===== src/rtl/idli_mem_ctl_m.sv =====
// Quad-serial memory controller: arbitrates fetch and load/store requests
// and runs one command/address/data burst per granted access.
module idli_mem_ctl_m (
  input  logic        i_mem_gck,
  input  logic        i_mem_rst_n,
  input  logic        i_mem_if_req,
  input  logic [15:0] i_mem_if_addr,
  input  logic        i_mem_ls_req,
  input  logic        i_mem_ls_wr,
  input  logic [15:0] i_mem_ls_addr,
  input  logic [15:0] i_mem_ls_wdata,
  input  logic [3:0]  i_mem_sio_in,
  output logic        o_mem_cs_n,
  output logic [3:0]  o_mem_sio_out,
  output logic        o_mem_sio_oe,
  output logic        o_mem_if_gnt,
  output logic        o_mem_ls_gnt,
  output logic [3:0]  o_mem_rd_data,
  output logic        o_mem_if_vld,
  output logic        o_mem_ls_vld,
  output logic        o_mem_done
);

  typedef enum logic [2:0] {
    S_IDLE, S_CMD, S_ADDR, S_TA, S_DATA, S_END
  } state_t;

  state_t      state, nxt;
  logic [1:0]  cnt;
  logic        last_ls;
  logic [15:0] addr;
  logic [15:0] wdata;
  logic        wr;
  logic        is_if;
  logic        pick_if;
  logic        gnt_if;
  logic        gnt_ls;
  logic [1:0]  nib;

  // Grants are gated by reset so nothing is granted while it is held.
  assign pick_if = i_mem_if_req & (~i_mem_ls_req | last_ls);
  assign gnt_if  = i_mem_rst_n & (state == S_IDLE) & pick_if;
  assign gnt_ls  = i_mem_rst_n & (state == S_IDLE)
                 & i_mem_ls_req & ~pick_if;

  always_ff @(posedge i_mem_gck or negedge i_mem_rst_n) begin
    if (!i_mem_rst_n) begin
      state   <= S_IDLE;
      cnt     <= 2'd0;
      last_ls <= 1'b1;
    end else begin
      state <= nxt;
      cnt   <= (nxt != state) ? 2'd0 : cnt + 2'd1;
      if (gnt_if | gnt_ls)
        last_ls <= gnt_ls;
    end
  end

  always_ff @(posedge i_mem_gck) begin
    if (gnt_if | gnt_ls) begin
      addr  <= gnt_if ? i_mem_if_addr : i_mem_ls_addr;
      wdata <= i_mem_ls_wdata;
      wr    <= gnt_ls & i_mem_ls_wr;
      is_if <= gnt_if;
    end
  end

  always_comb begin
    nxt = state;
    unique case (state)
      S_IDLE: if (gnt_if | gnt_ls) nxt = S_CMD;
      S_CMD:  if (cnt == 2'd1) nxt = S_ADDR;
      S_ADDR: if (cnt == 2'd3) nxt = wr ? S_DATA : S_TA;
      S_TA:   if (cnt == 2'd1) nxt = S_DATA;
      S_DATA: if (cnt == 2'd3) nxt = S_END;
      S_END:  nxt = S_IDLE;
      default: nxt = S_IDLE;
    endcase
  end

  // Nibbles go out most significant first.
  assign nib = ~cnt;

  always_comb begin
    o_mem_cs_n    = 1'b1;
    o_mem_sio_oe  = 1'b0;
    o_mem_sio_out = 4'h0;
    o_mem_if_vld  = 1'b0;
    o_mem_ls_vld  = 1'b0;
    o_mem_done    = 1'b0;
    unique case (state)
      S_IDLE: ;
      S_CMD: begin
        o_mem_cs_n   = 1'b0;
        o_mem_sio_oe = 1'b1;
        if (cnt[0])
          o_mem_sio_out = wr ? 4'h2 : 4'h3;
      end
      S_ADDR: begin
        o_mem_cs_n    = 1'b0;
        o_mem_sio_oe  = 1'b1;
        o_mem_sio_out = addr[{nib, 2'b00} +: 4];
      end
      S_TA: o_mem_cs_n = 1'b0;
      S_DATA: begin
        o_mem_cs_n = 1'b0;
        if (wr) begin
          o_mem_sio_oe  = 1'b1;
          o_mem_sio_out = wdata[{nib, 2'b00} +: 4];
        end else begin
          o_mem_if_vld = is_if;
          o_mem_ls_vld = ~is_if;
        end
      end
      S_END: o_mem_done = 1'b1;
      default: ;
    endcase
  end

  assign o_mem_if_gnt  = gnt_if;
  assign o_mem_ls_gnt  = gnt_ls;
  assign o_mem_rd_data = i_mem_sio_in;

endmodule


===== config.mk =====
export PLATFORM = sky130hd
export DESIGN_NAME = idli_mem_ctl_m
export DESIGN_NICKNAME = d
export VERILOG_FILES = /design/src/rtl/idli_mem_ctl_m.sv
export SDC_FILE = /design/constraint.sdc
export NUM_CORES = 1
export LEC_CHECK = 0
export BUFFER_PORTS_ARGS = -buffer_cell sky130_fd_sc_hd__clkbuf_2
export CAP_MARGIN = 15
export CORE_ASPECT_RATIO = 0.7
export CORE_MARGIN = 5
export CORE_UTILIZATION = 45
export DETAILED_ROUTE_END_ITERATION = 6
export PLACE_DENSITY = 0.8
export SYNTH_ARGS = -nofsm -noshare
export SYNTH_HDL_FRONTEND = slang
export SYNTH_SLANG_ARGS = --single-unit

===== constraint.sdc =====
create_clock -name i_mem_gck -period 2.39 [get_ports i_mem_gck]
set_clock_uncertainty 0.15 [all_clocks]
set_input_delay 0.478 -clock i_mem_gck [delete_from_list [all_inputs] [get_ports i_mem_gck]]
set_output_delay 0.478 -clock i_mem_gck [all_outputs]
set_load 0.1 [all_outputs]

### After elaboration in Yosys (flattened, before gate mapping)

Index checks and enable logic that the tools add are counted.

| word-level totals | value |
|---|---|
| register bits after elaboration | 40 |
| bits of input ports | 57 |
| output and inout port bits | 15 |
| logic and storage cells | 54 |

| cells by class | value |
|---|---|
| add/sub/neg operators | 1 |
| equality and inequality tests | 8 |
| shifts and indexed selects | 2 |
| multiplexer cells | 21 |
| bitwise operators | 12 |
| reductions and logical operators | 3 |

Operators with widths:

| kind | count |
|---|---|
| 16-bit by 5-bit indexed part select with 4-bit output | 2 |
| 3-bit two-way mux | 6 |
| 16-bit two-way mux | 1 |
| 3-bit one-hot mux with 5 select lines | 1 |
| 4-bit one-hot mux with 3 select lines | 1 |
| 1-bit two-way mux | 8 |
| 1-bit AND | 6 |
| 3-bit by 2-bit equality test with 1-bit output, second input constant | 2 |
| 3-bit equality test, second input constant | 2 |
| 2-bit two-way mux | 2 |
| 4-bit two-way mux | 1 |
| 4-bit OR reduction | 1 |
| 3-bit by 1-bit equality test with 1-bit output, second input constant | 1 |
| 3-bit logical NOT | 1 |
| 3-bit inequality test | 1 |
| 1-bit inverter | 3 |
| 2-bit by 1-bit adder with 2-bit output, second input constant | 1 |
| 2-bit by 1-bit equality test with 1-bit output, second input constant | 1 |
| 2-bit equality test, second input constant | 1 |
| 2-bit inverter | 1 |
| 1-bit OR | 2 |
| 1-bit one-hot mux with 2 select lines | 1 |
| 2-bit OR reduction | 1 |

### Depth between registers and ports, before layout

Gate-level depths: netlist of run 1.

| depth | value |
|---|---|
| word-level depth | 10 |
| gate-level depth with buffers | 6 |
| gate-level depth less buffers | 5 |

### Worst setup path before layout of run 1

OpenSTA, ideal clock, no wires.

| path | value |
|---|---|
| path type | reg2out |
| start point | register state[1] |
| end point | output o_mem_ls_vld |
| arrival time | 3,759 ps |
| data required time | 1,762 ps |
| path slack | -1,997 ps |
| stages on the path, launching flop included | 4 |
| buffers on the path | 1 |
| path through | dfrtp_1 clkbuf_1 nor2_1 nor4bb_1 |

| between the ends | value |
|---|---|
| word-level cells in the longest chain between the ends | 2 |

Ends and longest elaborated chain:

| element | RTL line | RTL |
|---|---|---|
| start, declared | 28 | `state_t state, nxt;` |
| start signal, assigned | 52 | `state <= nxt;` |
| 3-bit equality test | 91 | `unique case (state)` |
| 1-bit two-way mux | 91 |  |
| end, declared | 20 | `output logic o_mem_ls_vld,` |

Every way passes these cells.

### Worst setup path after layout of run 1

| path | value |
|---|---|
| start point | register cnt[0] |
| end point | output o_mem_sio_out[3] |

| between the ends | value |
|---|---|
| word-level cells in the longest chain between the ends | 4 |
| elaborated cells between the ends (all ways) | 5 |
| those cells by class | shift: 2; mux: 2; bitwise: 1 |

Ends and longest elaborated chain:

| element | RTL line | RTL |
|---|---|---|
| start, declared | 29 | `logic [1:0] cnt;` |
| start signal, assigned | 53 | `cnt <= (nxt != state) ? 2'd0 : cnt + 2'd1;` |
| 2-bit inverter (*) | 82 | `assign nib = ~cnt;` |
| 16-bit by 5-bit indexed part select with 4-bit output | 109 | `o_mem_sio_out = wdata[{nib, 2'b00} +: 4];` |
| 4-bit two-way mux | 107 | `if (wr) begin` |
| 4-bit one-hot mux with 3 select lines (*) | 91 |  |
| end, declared | 14 | `output logic [3:0] o_mem_sio_out,` |

Every way passes the cells marked *; elsewhere a longest branch is shown, timed or not.

==> run summary, run 1 <==
Max FO, Critical Path -> 5
Vias in the first global route -> 1431
Sequential share of power -> 32.1%
Ys Warns -> 0
Placeable core region -> 0.004329 mm^2
Reg clk slew, reported paths -> 70 ps
Internal Pwr Total -> 0.002068 W
First-pass GRT wire length -> 6610 um
Clk sinks -> 40
Setup CP Type -> reg2out
Critical-path cell list -> buf_2 > mux4_2 > a22o_4 > buf_12
DRT Pass-1 Iters -> 4
Slew headroom -> 63.99%
DR vias/cell -> 5.167
Ant diodes -> 0
Yosys reg bits -> 40
Top delay family on crit path -> multiplexers
Largest stage delay, worst path -> 520 ps
Failing checks -> negative setup slack
Clock latency on the worst-skew pair -> 290 ps
Synth Area in Simple Gates -> 8.983%
Root Buffer Master -> clkbuf_8
Initial DRC Count -> 68
Clock network fraction of total power -> 15.4%
Setup Viol. Count Final -> 3
I/O pins -> 72
Die W -> 89.80 um
Tcrit/Tclk final -> 101.3%
Post-Synthesis Net Count -> 186
Highest Signal Layer -> met4
Setup ws final -> -29.97 ps
WP data required -> 1760 ps
Reg2Reg Launch Point -> state[2]
Final setup TNS -> -79.00 ps
IO buf count -> 63
Main flop type after synthesis -> edfxtp_1
P per Cell Area -> 1260 mW/mm^2
Clock Path Buffers -> 2
GRT Total Usage -> 14.21%
RSZ-0062 raised after global routing -> yes
WL/cell -> 15.24 um
CP Buf/Inv Count -> 2
Min cycle time layout -> 2420 ps
CTS tree -> yes
Multiplexer area fraction after synthesis -> 20.71%
Hold Fails Final Rpt -> 0
DR WL met2 -> 1889 um
Startpoint Class -> register
Leak Pwr -> 1.157 nW
Largest net degree at the start of global routing -> 26
Fin nets -> 260
DRC Markers -> 0
Asr flop ratio synth -> 15.00%
Post-Syn Instances -> 127
WL met3 -> 295 um
Synth area leaders -> edfxtp_1 (51%), mux4_2 (9.0%), mux2_4 (6.7%)
WL met1 -> 1689 um
Max VDD drop -> 0.001096 V
Antenna violations before repair -> 0
GPL Wtd Cong -> 0.8070
Logic pwr share -> 52.6%
Synth Area in Adders -> 1.747%
Cell Rows -> 20
Hold Crit Class -> in2reg
Synth cell count leaders -> edfxtp_1 (34), mux2_4 (9), nand2_1 (9), mux2_2 (8), mux4_2 (8)
Share of cells above drive strength 1 -> 62.87%
Least-Margin Pin Slew -> 542.5 ps
EDFF count, synth -> 34
Post-synth top area share -> 50.90%
Post-synthesis sequential area ratio -> 58.45%
Synth Area in XOR/XNOR -> 0.4367%
Final hold slack -> 210.3 ps
HP Start -> i_mem_ls_wdata[8]
ANT nets after route -> 0
Setup crit end kind -> output pin
Total CTS buffers -> 5
Outcome -> finished with violations
Max-cap violations -> 0
Die area -> 0.005913 mm^2
CP max-delay cell -> mux4_2
Initial Util -> 46.33%
Final slew viol count -> 0
Largest family of logic cells by synthesized area -> multiplexers
Compound-cell area share of the yosys netlist -> 5.115%
Count of different cell masters after synthesis -> 36
Net Sw Frac -> 40.56%
Highest Clock Rate -> 0.4132 GHz
H-Tree Depth -> 2
Drt total wl -> 3916 um
Mapped Area -> 0.002006 mm^2
Critical path arrival -> 1790 ps
Post-synth top area cell -> edfxtp_1
Total gr overflow -> 0
P&R area growth vs syn -> 37.68%
Beginning of the critical path -> cnt[0]
Die H -> 65.86 um
Total number of vias -> 1328
Dpl ws -> 210.6 ps
Count leader, synth -> edfxtp_1
Avg Cell Area, Syn -> 15.79 um^2
NetSw -> 0.001411 W
Dpl hpwl -> 2957 um
[cells in the final DEF (no fill, tap or decap), drive strengths merged, types with 4 or more instances in the layout]
master  synthesis  routed
clkbuf          4      59
inv             5       4
mux4            8       8
buf             7      24
mux2           17      17
edfxtp         34      34
a21oi           6       6
dfrtp           5       5
nand2           9       9
[layer usage]
| metal | global-route usage, % | vias up |
|---|---|---|
| met4 | 4.528 | 0 |
| met3 | 4.323 | 9 |
| met2 | 21.81 | 58 |
| met1 | 19.43 | 625 |
| li1 | - | 636 |
| met5 | 0 | - |
[sequential cells by signal, summed over array words and instances (netlist names)]
| register | count |
|---|---|
| wr | 1 |
| cnt | 2 |
| is_if | 1 |
| last_ls | 1 |
| wdata | 16 |
| state | 3 |
| addr | 16 |
[power groups by stage]
stage / Combinational, W / Sequential [W] / Clock, W
2_1_floorplan: 0.00132 / 0.00104 / 0
3_3_place_gp: 0.00174 / 0.00112 / 0
3_5_place_dp: 0.00176 / 0.00112 / 0
4_1_cts: 0.00183 / 0.00111 / 0.000548
5_1_grt: 0.00193 / 0.00114 / 0.000580
6_report: 0.00183 / 0.00112 / 0.000535
[worst paths after layout]
path / to / slack (ps) / cells after the start
max: o_mem_sio_out[3] / -30 / 4
min reg2reg: last_ls / 430 / 1
min in group asynchronous: cnt[0] / 500 / 3
max in group asynchronous: last_ls / 1390 / 3
max reg2reg: addr[5] / 310 / 7
min: wdata[8] / 210 / 1
[worst reg2reg max path, cell delays in order, from the launching register on]
cell and delay (ps):
dfrtp_1 390, buf_4 160, nor4b_4 290, buf_4 170, buf_4 120, nand2_1 70
inv_1 80, buf_4 310
[area by class of cell]
class	count	area (um^2)
Clock buffer	6	72.57
Clock inverter	2	35.03
Fill cell	322	1568
Inverter	5	22.52
Multi-Input combinational cell	71	805.8
Sequential cell	40	1175
Tap cell	55	68.82
Timing Repair Buffer	78	581.8
[cell families (layout without fill, tap and decap cells)]
logic type | count (synthesis) | after routing
flops | 40 | 40
mux | 26 | 26
simple gates | 26 | 26
buf+inv | 16 | 91
compound gates | 15 | 15
fa+ha+maj | 3 | 3
xor+xnor | 1 | 1
[stage by stage]
| stage | utilization, % | power (W) | area, um^2 | std cells |
|---|---|---|---|---|
| after floorplan | - | 0.002361 | 2062 | 127 |
| after global placement | 59.74 | 0.002853 | 2586 | 244 |
| after detailed placement | 59.74 | 0.002885 | 2586 | 244 |
| after CTS | 63.58 | 0.003493 | 2753 | 257 |
| after global routing | 63.79 | 0.003648 | 2761 | 257 |
| final | 63.79 | 0.003479 | 2761 | 257 |
[what timing repair did]
| action | in CTS | in global routing |
|---|---|---|
| pin swaps | 4 | 1 |
| hold endpoints to repair | 5 | 0 |
| resized for setup | 6 | 2 |
| buffers inserted | 3 | 0 |
| gates cloned | 1 | 0 |
| hold buffers | 1 | 0 |
| setup endpoints to repair | 7 | 4 |
No activity file was read; power rests on OpenSTA's default activity.
==> run 2: changes to the inputs <==
- ABC_AREA: default -> 1
==> run summary, run 2 <==
Commonest non-fill, non-tap cell in the layout -> nand2_1
I/O pins -> 72
H-Tree Depth -> 2
Setup CP Type -> reg2out
Slew headroom -> 64.14%
Total CTS buffers -> 5
Die W -> 90.27 um
Count leader, synth -> nand2_1
WL/cell -> 14.57 um
WHS Endpoint -> wdata[4]
Reg clk slew, reported paths -> 70 ps
GRT Total Usage -> 17.79%
Critical path arrival -> 1710 ps
Min cycle time layout -> 2343 ps
Leak Pwr -> 1.204 nW
Synth Area in XOR/XNOR -> 0%
Total number of vias -> 1762
WP data required -> 1760 ps
P per Cell Area -> 1177 mW/mm^2
Synth Area in Simple Gates -> 21.27%
Cell Rows -> 20
Fin cells -> 346
IO buf count -> 63
Vias in the first global route -> 1699
Final Power -> 0.003245 W
Hold Fails Final Rpt -> 0
Setup Viol. Count Final -> 0
Max VDD drop -> 0.0005752 V
Outcome -> finished, final reports clean
Total gr overflow -> 0
ANT nets after route -> 0
Reg2reg path depth -> 6
EDFF count, synth -> 34
Least-Margin Pin Slew -> 540.2 ps
Compound-cell area share of the yosys netlist -> 12.52%
P&R area growth vs syn -> 35.88%
Top delay family on crit path -> buffers and inverters
Die area -> 0.005974 mm^2
Critical-path cell list -> clkinvlp_4 > buf_4 > o21ai_1 > o22ai_1 > a22o_1 > buf_12
Final core area utilization -> 63.33%
Root Buffer Master -> clkbuf_8
Antenna violations before repair -> 0
Count of different cell masters after synthesis -> 28
Ant diodes -> 0
Synth Area in Adders -> 1.233%
GPL Wtd Cong -> 0.9254
Post-synth top area cell -> edfxtp_1
Fin nets -> 349
Worst R2R Setup Slack -> 420 ps
Share of cells above drive strength 1 -> 39.18%
Synth cell count leaders -> nand2_1 (55), edfxtp_1 (34), o21ai_0 (31), nor2_1 (23), inv_1 (15)
Die H -> 66.19 um
Initial DRC Count -> 141
Tcrit/Tclk final -> 98.03%
Initial Util -> 46.61%
Largest family of logic cells by synthesized area -> simple AND/OR/NAND/NOR gates
Avg Cell Area, Syn -> 9.352 um^2
Largest stage delay, worst path -> 430 ps
Drt total wl -> 5040 um
Setup crit end kind -> output pin
Post-synthesis sequential area ratio -> 57.77%
Final slew viol count -> 0
DRT Pass-1 Iters -> 4
HP Start -> i_mem_ls_wdata[4]
CP max-delay cell -> dfrtp_2
Clock latency on the worst-skew pair -> 290 ps
Asr flop ratio synth -> 15.00%
Max FO, Critical Path -> 7
DRC Markers -> 0
Main flop type after synthesis -> edfxtp_1
Startpoint Class -> register
Most used cells in the layout excluding fill and tap cells -> nand2_1 (54), clkbuf_2 (53), edfxtp_1 (34)
Min-Delay Path Depth -> 1
CTS tree -> yes
Clk sinks -> 40
Yosys reg bits -> 40
Placeable core region -> 0.004354 mm^2
Ys Warns -> 0
FF-to-FF End -> addr[5]
Post-synth top area share -> 50.31%
Mapped Area -> 0.002029 mm^2
Clock Path Buffers -> 2
Max-cap violations -> 0
Multiplexer area fraction after synthesis -> 0%
CP Buf/Inv Count -> 3
Reg2Reg Launch Point -> state[1]
Largest net degree at the start of global routing -> 35
DR vias/cell -> 5.092
Hold Crit Class -> in2reg
Highest Clock Rate -> 0.4268 GHz
Synth area leaders -> edfxtp_1 (50%), nand2_1 (10%), o21ai_0 (7.6%)
Dpl hpwl -> 3677 um
Post-Synthesis Net Count -> 276
First-pass GRT wire length -> 8266 um
Post-Syn Instances -> 217
Placed cell count -> 331
Largest regs -> addr: 16 flops, wdata: 16 flops, state: 3 flops
==> run 2: cell count changes after synthesis, sizes merged, moves of 4 or more <==
cell / change
nand2: +47
o21ai: +33
nor2: +24
mux2: -17
inv: +16
mux4: -8
o22ai: +7
nand3: +6
a21oi: -5
nor3: +4
==> run 2: final cells by class <==
| cell class | count | area (um^2) |
|---|---|---|
| Clock buffer | 5 | 68.82 |
| Multi-Input combinational cell | 146 | 798.3 |
| Sequential cell | 40 | 1175 |
| Tap cell | 55 | 68.82 |
| Fill cell | 373 | 1597 |
| Timing Repair inverter | 1 | 7.507 |
| Timing Repair Buffer | 75 | 538.0 |
| Clock inverter | 3 | 13.76 |
| Inverter | 21 | 87.58 |
==> run 2: how the worst max path moves through the flow <==
stage / startpoint / to / slack (ps) / cells after the start
after floorplan: state[0] / o_mem_sio_oe / -470 / 5
after global placement: state[1] / o_mem_sio_out[3] / 340 / 7
after detailed placement: state[1] / o_mem_sio_out[3] / 300 / 7
after CTS: cnt[0] / o_mem_sio_out[2] / 10 / 5
after global routing: cnt[0] / o_mem_sio_out[2] / -20 / 6
final: cnt[0] / o_mem_sio_out[3] / 50 / 6
==> run 2: kinds of logic (layout without fill, tap and decap cells) <==
group	Yosys count	count (layout)
flops	40	40
fa+ha+maj	2	2
buf+inv	31	105
simple gates	98	98
compound gates	46	46
==> run 2: timing repair <==
item	CTS	global route
setup buffers	0	5
pin swaps	0	3
gates cloned	0	1
resized for setup	1	25
endpoints found under the setup margin	1	7
endpoints found under the hold margin	5	0
hold buffers	1	0
==> run 2: worst reg2reg max path: cells and delay by family (launching register included) <==
kind / cells / cell delay (ps)
buffers and inverters: 3 / 490
flip-flops: 1 / 470
AND/OR/NAND/NOR: 2 / 310
AO/OA/AOI/OAI: 1 / 220
==> run 2: per-stage QoR <==
stage	instance area [um^2]	hold WS, ps	TNS, ps	worst slack, ps
2_1_floorplan	2061	32.41	-965.5	-469.1
3_3_place_gp	2547	252.3	0	335.2
3_5_place_dp	2547	248.2	0	297.8
4_1_cts	2643	199.6	0	9.733
5_1_grt	2758	197.8	-48.29	-23.20
6_report	2758	206.4	0	47.17
==> run 2: power by group <==
group / internal (W) / switching, W
registers: 0.000953 / 0.0000979
clock network: 0.000198 / 0.000233
logic: 0.000577 / 0.00119
total: 0.00173 / 0.00152
==> run 2: layer usage <==
layer	vias to the layer above	GRT usage [%]	wire length (um)
met1	807	25.25	2314
met2	64	26.46	2267
met4	0	6.691	55
met3	8	4.209	402
li1	883	-	-
met5	-	0	0
